## config.mk

```make
export PLATFORM = sky130hd
export DESIGN_NAME = keyb_decoder
export DESIGN_NICKNAME = d
export VERILOG_FILES = /design/src/rtl/keyb_decoder.sv
export SDC_FILE = /design/constraint.sdc
export NUM_CORES = 1
export LEC_CHECK = 0
export CAP_MARGIN = 20
export CORE_MARGIN = 2
export CORE_UTILIZATION = 45
export DETAILED_ROUTE_END_ITERATION = 16
export PLACE_DENSITY = 0.72
export SLEW_MARGIN = 10
export SYNTH_ARGS = -nofsm -noshare
export SYNTH_HDL_FRONTEND = slang
export SYNTH_SLANG_ARGS = --single-unit
```

## constraint.sdc

```tcl
create_clock -name clk -period 2.62 [get_ports clk]
set_clock_uncertainty 0.05 [all_clocks]
set_input_delay 0.655 -clock clk [delete_from_list [all_inputs] [get_ports clk]]
set_output_delay 0.655 -clock clk [all_outputs]
set_load 0.03 [all_outputs]
```

## src/rtl/keyb_decoder.sv

```systemverilog
// keyb_decoder: debounces the keypad scan controller's {btn_pressed, btn_code}
// pair, decodes the one-hot column/row code into a 4-bit key index and queues
// one event per new press in a small FIFO behind a valid/ready handshake.
module keyb_decoder #(
  parameter int DEBOUNCE_CYCLES = 16,
  parameter int FIFO_DEPTH      = 4
) (
  input  logic                          clk,
  input  logic                          reset,
  input  logic                          btn_pressed,
  input  logic [7:0]                    btn_code,
  output logic                          key_valid,
  input  logic                          key_ready,
  output logic [3:0]                    key_code,
  output logic [$clog2(FIFO_DEPTH):0]   key_count,
  output logic                          overflow,
  output logic                          multi_key
);

  localparam int CW = $clog2(DEBOUNCE_CYCLES + 1);
  localparam int PW = $clog2(FIFO_DEPTH);
  localparam logic [CW-1:0] CNT_MAX  = CW'(DEBOUNCE_CYCLES);
  localparam logic [CW-1:0] CNT_LAST = CW'(DEBOUNCE_CYCLES - 1);
  localparam logic [PW:0]   CNT_FULL = (PW + 1)'(FIFO_DEPTH);

  typedef enum logic [1:0] {IDLE, HELD, LOCKED} state_t;
  typedef enum logic [1:0] {CLS_RELEASED, CLS_VALID, CLS_INVALID} class_t;

  // Exactly one bit set in a nibble.
  function automatic logic is_onehot4(input logic [3:0] v);
    return (v != 4'd0) && ((v & (v - 4'd1)) == 4'd0);
  endfunction

  // Bit position of a one-hot nibble (only meaningful when one-hot).
  function automatic logic [1:0] idx4(input logic [3:0] v);
    logic [1:0] i;
    case (v)
      4'b0010: i = 2'd1;
      4'b0100: i = 2'd2;
      4'b1000: i = 2'd3;
      default: i = 2'd0;
    endcase
    return i;
  endfunction

  logic [8:0]    in_d;
  logic [8:0]    in_q;
  logic [CW-1:0] cnt;
  logic          stable;
  class_t        cls;
  logic [3:0]    dec_code;

  state_t        state, state_nxt;
  logic          push;
  logic          multi_set;

  logic [3:0]    mem [FIFO_DEPTH];
  logic [PW-1:0] wr_ptr, rd_ptr;
  logic          full;
  logic          pop;
  logic          wr_en;

  assign in_d     = {btn_pressed, btn_code};
  // in_d equals in_q whenever stable fires, so classify the live input.
  assign stable   = (in_d == in_q) && (cnt == CNT_LAST);
  assign dec_code = {idx4(in_d[3:0]), idx4(in_d[7:4])};

  // Classify the sampled input as released, a single key, or an invalid chord.
  always_comb begin
    if (!in_d[8])
      cls = CLS_RELEASED;
    else if (is_onehot4(in_d[7:4]) && is_onehot4(in_d[3:0]))
      cls = CLS_VALID;
    else
      cls = CLS_INVALID;
  end

  // Sample register and stability counter; the count saturates so the
  // stable strobe fires once per settled input value.
  // NOTE: sequential state uses non-blocking assignments so every register
  // samples the pre-edge values of its peers.
  always_ff @(posedge clk or negedge reset) begin
    if (!reset) begin
      in_q <= 9'h000;
      cnt  <= '0;
    end else begin
      in_q <= in_d;
      if (in_d != in_q)
        cnt <= '0;
      else if (cnt != CNT_MAX)
        cnt <= cnt + 1'b1;
    end
  end

  // Press-tracking state register.
  always_ff @(posedge clk or negedge reset) begin
    if (!reset) state <= IDLE;
    else        state <= state_nxt;
  end

  // Next-state logic: acts only on the stable strobe.
  // NOTE: every output of this block gets a default first so no latch is inferred.
  always_comb begin
    state_nxt = state;
    push      = 1'b0;
    multi_set = 1'b0;
    if (stable) begin
      case (state)
        IDLE: begin
          if (cls == CLS_VALID) begin
            push      = 1'b1;
            state_nxt = HELD;
          end else if (cls == CLS_INVALID) begin
            multi_set = 1'b1;
            state_nxt = LOCKED;
          end
        end
        HELD: begin
          if (cls == CLS_RELEASED) begin
            state_nxt = IDLE;
          end else if (cls == CLS_VALID) begin
            push      = 1'b1;
          end else begin
            multi_set = 1'b1;
            state_nxt = LOCKED;
          end
        end
        LOCKED: begin
          if (cls == CLS_RELEASED) begin
            state_nxt = IDLE;
          end else if (cls == CLS_VALID) begin
            push      = 1'b1;
            state_nxt = HELD;
          end
        end
        default: state_nxt = IDLE;
      endcase
    end
  end

  // FIFO control: a pop frees the slot a same-cycle push needs when full.
  assign key_valid = (key_count != '0);
  assign full      = (key_count == CNT_FULL);
  assign pop       = key_valid && key_ready;
  assign wr_en     = push && (!full || pop);
  assign key_code  = key_valid ? mem[rd_ptr] : 4'd0;

  // Event storage.
  // NOTE: the storage array is not reset; key_code is gated by key_valid, so
  // stale contents are never visible.
  always_ff @(posedge clk) begin
    if (wr_en) mem[wr_ptr] <= dec_code;
  end

  // Pointers, occupancy and the one-cycle status pulses.
  always_ff @(posedge clk or negedge reset) begin
    if (!reset) begin
      wr_ptr    <= '0;
      rd_ptr    <= '0;
      key_count <= '0;
      overflow  <= 1'b0;
      multi_key <= 1'b0;
    end else begin
      if (wr_en) wr_ptr <= wr_ptr + 1'b1;
      if (pop)   rd_ptr <= rd_ptr + 1'b1;
      case ({wr_en, pop})
        2'b10:   key_count <= key_count + 1'b1;
        2'b01:   key_count <= key_count - 1'b1;
        default: key_count <= key_count;
      endcase
      overflow  <= push && full && !pop;
      multi_key <= multi_set;
    end
  end

endmodule

```

**Word-level counts from Yosys, hierarchy flattened**

Memories as Yosys holds them, arrays and structs flattened.
Index checks and enable logic that the tools add are counted.

- Multipliers: 0
- Div/mod/pow operators: 0
- Bitwise gates (word level): 2
- $add $sub $neg: 7
- Equal/unequal tests: 20
- $lt $le $gt $ge: 0
- Reductions and logical operators: 22
- Shifts and indexed selects: 0
- Mux-type cells: 27

Operators with widths:

| kind | count |
|---|---|
| $pmux 2 s3 | 3 |
| $mux 2 | 8 |
| $mux 1 | 10 |
| $mux 5 | 2 |
| $eq 9x9->1 | 1 |
| $ne 3x3->1 const B | 3 |
| $ne 9x9->1 | 1 |
| $and 4x4->4 | 2 |
| $eq 4x2->1 const B | 2 |
| $eq 4x3->1 const B | 2 |
| $eq 4x4->1 const B | 2 |
| $logic_and 1x1->1 | 8 |
| $logic_not 4->1 | 2 |
| $reduce_bool 4->1 | 2 |
| $sub 4x1->4 const B | 2 |
| $eq 2x1->1 const B | 3 |
| $eq 2x2->1 const B | 3 |
| $pmux 3 s2 | 1 |
| $add 5x1->5 const B | 1 |
| $eq 5x4->1 const B | 1 |
| $ne 5x5->1 const B | 1 |
| $add 2x1->2 const B | 2 |
| $logic_not 2->1 | 2 |
| $mux 4 | 1 |
| 10 further kinds | 13 |

- Latch bits: 0
- Memories kept: 1
- Memory bits (read-only): 0
- Output and inout port bits: 10
- Register bits after elaboration: 25
- Memory bits (writable): 16
- Logic and storage cells: 87

Memory list:

| name | depth | width | read ports | clocked after memory_dff | wr ports | RTL line | text |
|---|---|---|---|---|---|---|---|
| mem | 4 | 4 | 1 | 0 | 1 | 57 | `logic [3:0] mem [FIFO_DEPTH];` |

**Logic depth before layout (Yosys ltp)**

- Word-level depth: 15
- Gate-level depth with buffers: 11
- Depth with buffers taken out: 11

**Worst setup path before layout**

No wires, ideal clock.

- Path type: input to register
- Start point: in btn_code[4]
- End point: reg key_count[1]
- Slack: -0.443 ns
- Library setup time: 0.111 ns
- Cell stages on the path: 8
- Required time: 2.459 ns
- Data arrival time: 2.902 ns
- Cell sequence: or4b_1 -> a32oi_4 -> and3_2 -> nor2_1 -> fa_1 -> inv_1 -> a211o_1 -> a222oi_1

- Cells in the longest elaborated chain, start to end: 15
- Elaborated cells on any way between the ends: 21

RTL lines:

| what | RTL line | text |
|---|---|---|
| from (decl) | 11 | `input logic [7:0] btn_code,` |
| $sub 4x1->4 | 31 | `return (v != 4'd0) && ((v & (v - 4'd1)) == 4'd0);` |
| $and 4x4->4 | 31 |  |
| $logic_not 4->1 | 31 |  |
| $logic_and 1x1->1 | 31 |  |
| $logic_and 1x1->1 | 72 | `else if (is_onehot4(in_d[7:4]) && is_onehot4(in_d[3:0]))` |
| $mux 2 | 72 |  |
| $mux 2 | 70 | `if (!in_d[8])` |
| $eq 2x1->1 | 110, 121, 131 |  |
| $mux 1 | 110, 121, 131 |  |
| $mux 1 | 129 | `if (cls == CLS_RELEASED) begin` |
| $pmux 1 s2 | 108 | `case (state)` |
| $mux 1 * | 107 | `if (stable) begin` |
| $logic_and 1x1->1 * | 145 | `assign wr_en = push && (!full \|\| pop);` |
| $eq 2x1->1 / $eq 2x2->1 (equally long branches) | 166 | `case ({wr_en, pop})` |
| $pmux 3 s2 / $reduce_bool 2->1 (equally long branches) | n/a |  |
| to (signal assigned) | 167 | `2'b10: key_count <= key_count + 1'b1;` |
| to (signal assigned) | 168 | `2'b01: key_count <= key_count - 1'b1;` |
| to (signal assigned) | 169 | `default: key_count <= key_count;` |
| to (decl) | 15 | `output logic [$clog2(FIFO_DEPTH):0] key_count,` |

Every way passes the cells marked *; elsewhere a longest branch is shown, timed or not.
A chain may end at the register's enable or synchronous reset.

**Worst setup path after layout**

- Start point: in btn_code[6]
- End point: reg key_count[1]

The elaborated chain is that of the path after synthesis.

==> flow_summary.json <==
{
  "cts-htree-levels": 2,
  "die_area_um2": 5380,
  "rows": 25,
  "cts_buffers": 5,
  "clock_latency_ns": 0.30,
  "post-route-min-period_ns": 2.74,
  "rr_worst_depth": 11,
  "grt.total_usage": 0.176,
  "drt_iter0_drc": 71,
  "reg2reg_from": "cnt[0]$_DFFE_PN0P_",
  "worstPathRequired_ns": 2.76,
  "maxSlewHeadroom": 0.675,
  "layout-drive-gt1-share": 0.318,
  "grt_pass1_wl_um": 7020,
  "dr_wl_met3_um": 154,
  "grt-ovfl-total": 0,
  "total_leakage_power_uw": 0.00117,
  "area_delta_synth_final_pct": 30.6,
  "setup_ws_ns": -0.124,
  "critPathBufInv": 2,
  "r2r_slack_ns": -0.05,
  "final_area_um2": 2830,
  "violations": "setup timing",
  "path_clk_slew_ns": 0.09,
  "cts_sinks": 41,
  "crit_chain": "buf_8, or4b_4, a32oi_4, and3_4, nor2_2, fa_1, inv_1, a211o_1, a222oi_1",
  "max_freq_ghz": 0.364,
  "initial_core_util": 0.462,
  "n_antenna_cell": 0,
  "wl_per_cell_um": 13.8,
  "cts_tree": "yes",
  "dpl-instance-area_um2": 2710,
  "reg2reg_to": "key_count[1]$_DFFE_PN0P_",
  "die-width_um": 73.4,
  "drv_slew": 0,
  "synth_top_area_frac": 0.289,
  "ir_drop_uv": 297,
  "startpoint_type": "primary input",
  "yosys.area.top_type": "dfrtp_1",
  "die-height_um": 73.4,
  "setup_viol": 2,
  "wl_met1_um": 1720,
  "holdCritPathClass": "primary input to flop",
  "synth.distinct_cells": 42,
  "antenna_left": 0,
  "netlist_instances": 180,
  "gp_congestion": 0.832,
  "final_util": 0.603,
  "power_density_nw_per_um2": 672,
  "cp.arrival_ns": 2.88,
  "wl_um": 4070,
  "critPathSlowestCell": "or4b_4",
  "top_layer": "met4",
  "tightestPinTransition_ns": 0.483,
  "fin_crit_sh": 1.05,
  "holdBufCountCts": 0,
  "drcViolationCount": 0,
  "ys_ff_latch": 41,
  "critPathMaxFanout": 6,
  "path_class": "primary input to flop",
  "min_from": "btn_code[6]",
  "grt_max_degree": 26,
  "dpl_worst_slack_ns": -0.883,
  "yosysWarnings": 0,
  "num_vias": 1543,
  "grt_pass1_vias": 1573,
  "antenna_found_initial": 0,
  "drt_pass1_iterations": 4,
  "pin_count": 22,
  "end_kind": "flop",
  "portBuffers": 21,
  "ys_seq_area_frac": 0.511,
  "via_per_inst": 5.21,
  "clock-root-buffer": "clkbuf_8",
  "critical-path-top-delay-family": "simple AND/OR/NAND/NOR gates",
  "syn_area_um2": 2170,
  "wl_met2_um": 2090,
  "synth_nets": 205,
  "cap_viol_max_count": 0,
  "whs_path_depth": 1,
  "syn_area_per_cell_um2": 12.0,
  "dp_hpwl_um": 3090,
  "min_to": "in_q[6]$_DFF_PN0_",
  "synthTopCellsByArea": "dfrtp_1 29%, edfxtp_1 22%, ha_1 6.9%",
  "clockBufferDepth": 2,
  "finalHoldViolCount": 0,
  "outcome": "complete, but fails checks",
  "rsz0062_at_grt": "yes",
  "nets": 266,
  "cpPeakStageDelay_ns": 0.55,
  "core_area_um2": 4690
}
[stage by stage]
step                hold WS [ns]  cells  TNS, ns  power [µW]
floorplan                  0.309    180   -0.693        1200
global placement           0.490    285   -12.86        1480
detailed placement         0.505    285   -13.70        1490
CTS                        0.417    294   -0.186        1920
global route               0.417    296   -0.382        2010
finish                     0.427    296   -0.163        1900
[synthesized netlist by cell type, drive strengths merged]
library cell / count
and2: 5
ha: 12
fa: 1
xor2: 10
nor4: 3
nand3b: 1
a32o: 1
mux2: 2
a211o: 1
edfxtp: 16
mux2i: 2
buf: 1
nor4b: 3
nand3: 6
nand4: 1
and3: 7
nand2b: 2
nor2: 13
o2111ai: 2
a32oi: 3
o221a: 1
dfrtp: 25
or4b: 2
clkbuf: 2
or4: 1
mux4: 4
o211ai: 1
xnor2: 11
inv: 16
or3: 3
a222oi: 1
nor3: 7
nand2: 8
o21ai: 3
a21oi: 3
[worst reg2reg max path, cell delays in order, from the launching register on]
cell and delay, ns:
dfrtp_1 0.36, ha_2 0.19, and3_1 0.16, ha_2 0.19, nand2_2 0.08, nor3_4 0.21
and3_4 0.21, nor2_2 0.04, fa_1 0.47, inv_1 0.05, a211o_1 0.22, a222oi_1 0.33
[power by group]
group	total, µW	switching [µW]	leakage [µW]	internal, µW
combinational	699	369	0.000692	330
clock	434	240	0.0000452	194
sequential	766	55.8	0.000430	711
total	1900	666	0.00117	1230
[metal layers]
metal | GRT usage | vias up
met1 | 0.202 | 737
met2 | 0.308 | 30
met4 | 0.0788 | 0
met3 | 0.0453 | 10
li1 | - | 766
met5 | 0 | -
[flip-flops by register name, summed over array words and instances (netlist names)]
signal and flops:
mem 16, in_q 9, cnt 5, key_count 3, rd_ptr 2, state 2
wr_ptr 2, multi_key 1, overflow 1
[repair_timing]
action | CTS | global route
pin swaps | 9 | 4
endpoints found under the setup margin | 26 | 4
setup buffers | 1 | 2
resized for setup | 42 | 7
[cells in the final DEF (no fill, tap or decap), types with 2 or more instances in the layout]
cell type,instances
and3_1,5
nor2_1,12
clkdlybuf4s50_1,8
and3_4,2
nor3_1,6
nor4b_2,2
a21oi_1,3
dlygate4sd2_1,5
mux4_2,4
clkbuf_8,5
o21ai_1,3
buf_4,36
a32oi_1,2
nor4_1,2
ha_2,2
inv_1,16
nand2_1,7
dfrtp_1,24
or4b_4,2
xor2_1,10
mux2i_1,2
and2_1,5
or3_4,2
ha_1,10
xnor2_1,11
edfxtp_1,16
nand3_1,5
inv_6,2
buf_2,6
[cells by family after synthesis]
group           after synthesis  synth area share
fa+ha+maj                    13            0.0786
mux                           8            0.0612
compound gates               16            0.0682
buf+inv                      19            0.0335
xor+xnor                     21            0.0849
simple gates                 62             0.163
flops                        41             0.511
[worst max path at each step]
| stage | from | end | slack [ns] | depth (start not counted) |
|---|---|---|---|---|
| 3_5_place_dp | btn_code[6] | key_count[1]$_DFFE_PN0P_ | -0.88 | 9 |
| 2_1_floorplan | btn_code[3] | key_count[1]$_DFFE_PN0P_ | -0.37 | 10 |
| 3_3_place_gp | btn_code[6] | key_count[1]$_DFFE_PN0P_ | -0.83 | 9 |
| 5_1_grt | btn_code[5] | key_count[1]$_DFFE_PN0P_ | -0.26 | 11 |
| 4_1_cts | btn_code[6] | key_count[1]$_DFFE_PN0P_ | -0.15 | 9 |
| 6_report | btn_code[6] | key_count[1]$_DFFE_PN0P_ | -0.12 | 9 |
[area by class of cell]
| class | count | area, µm² |
|---|---|---|
| Tap cell | 54 | 67.6 |
| Timing Repair Buffer | 57 | 444 |
| Clock inverter | 3 | 25.0 |
| Sequential cell | 41 | 1110 |
| Inverter | 16 | 60.1 |
| Multi-Input combinational cell | 120 | 1050 |
| Clock buffer | 5 | 68.8 |
| Fill cell | 385 | 1860 |
(Power assumes the default switching activity.)
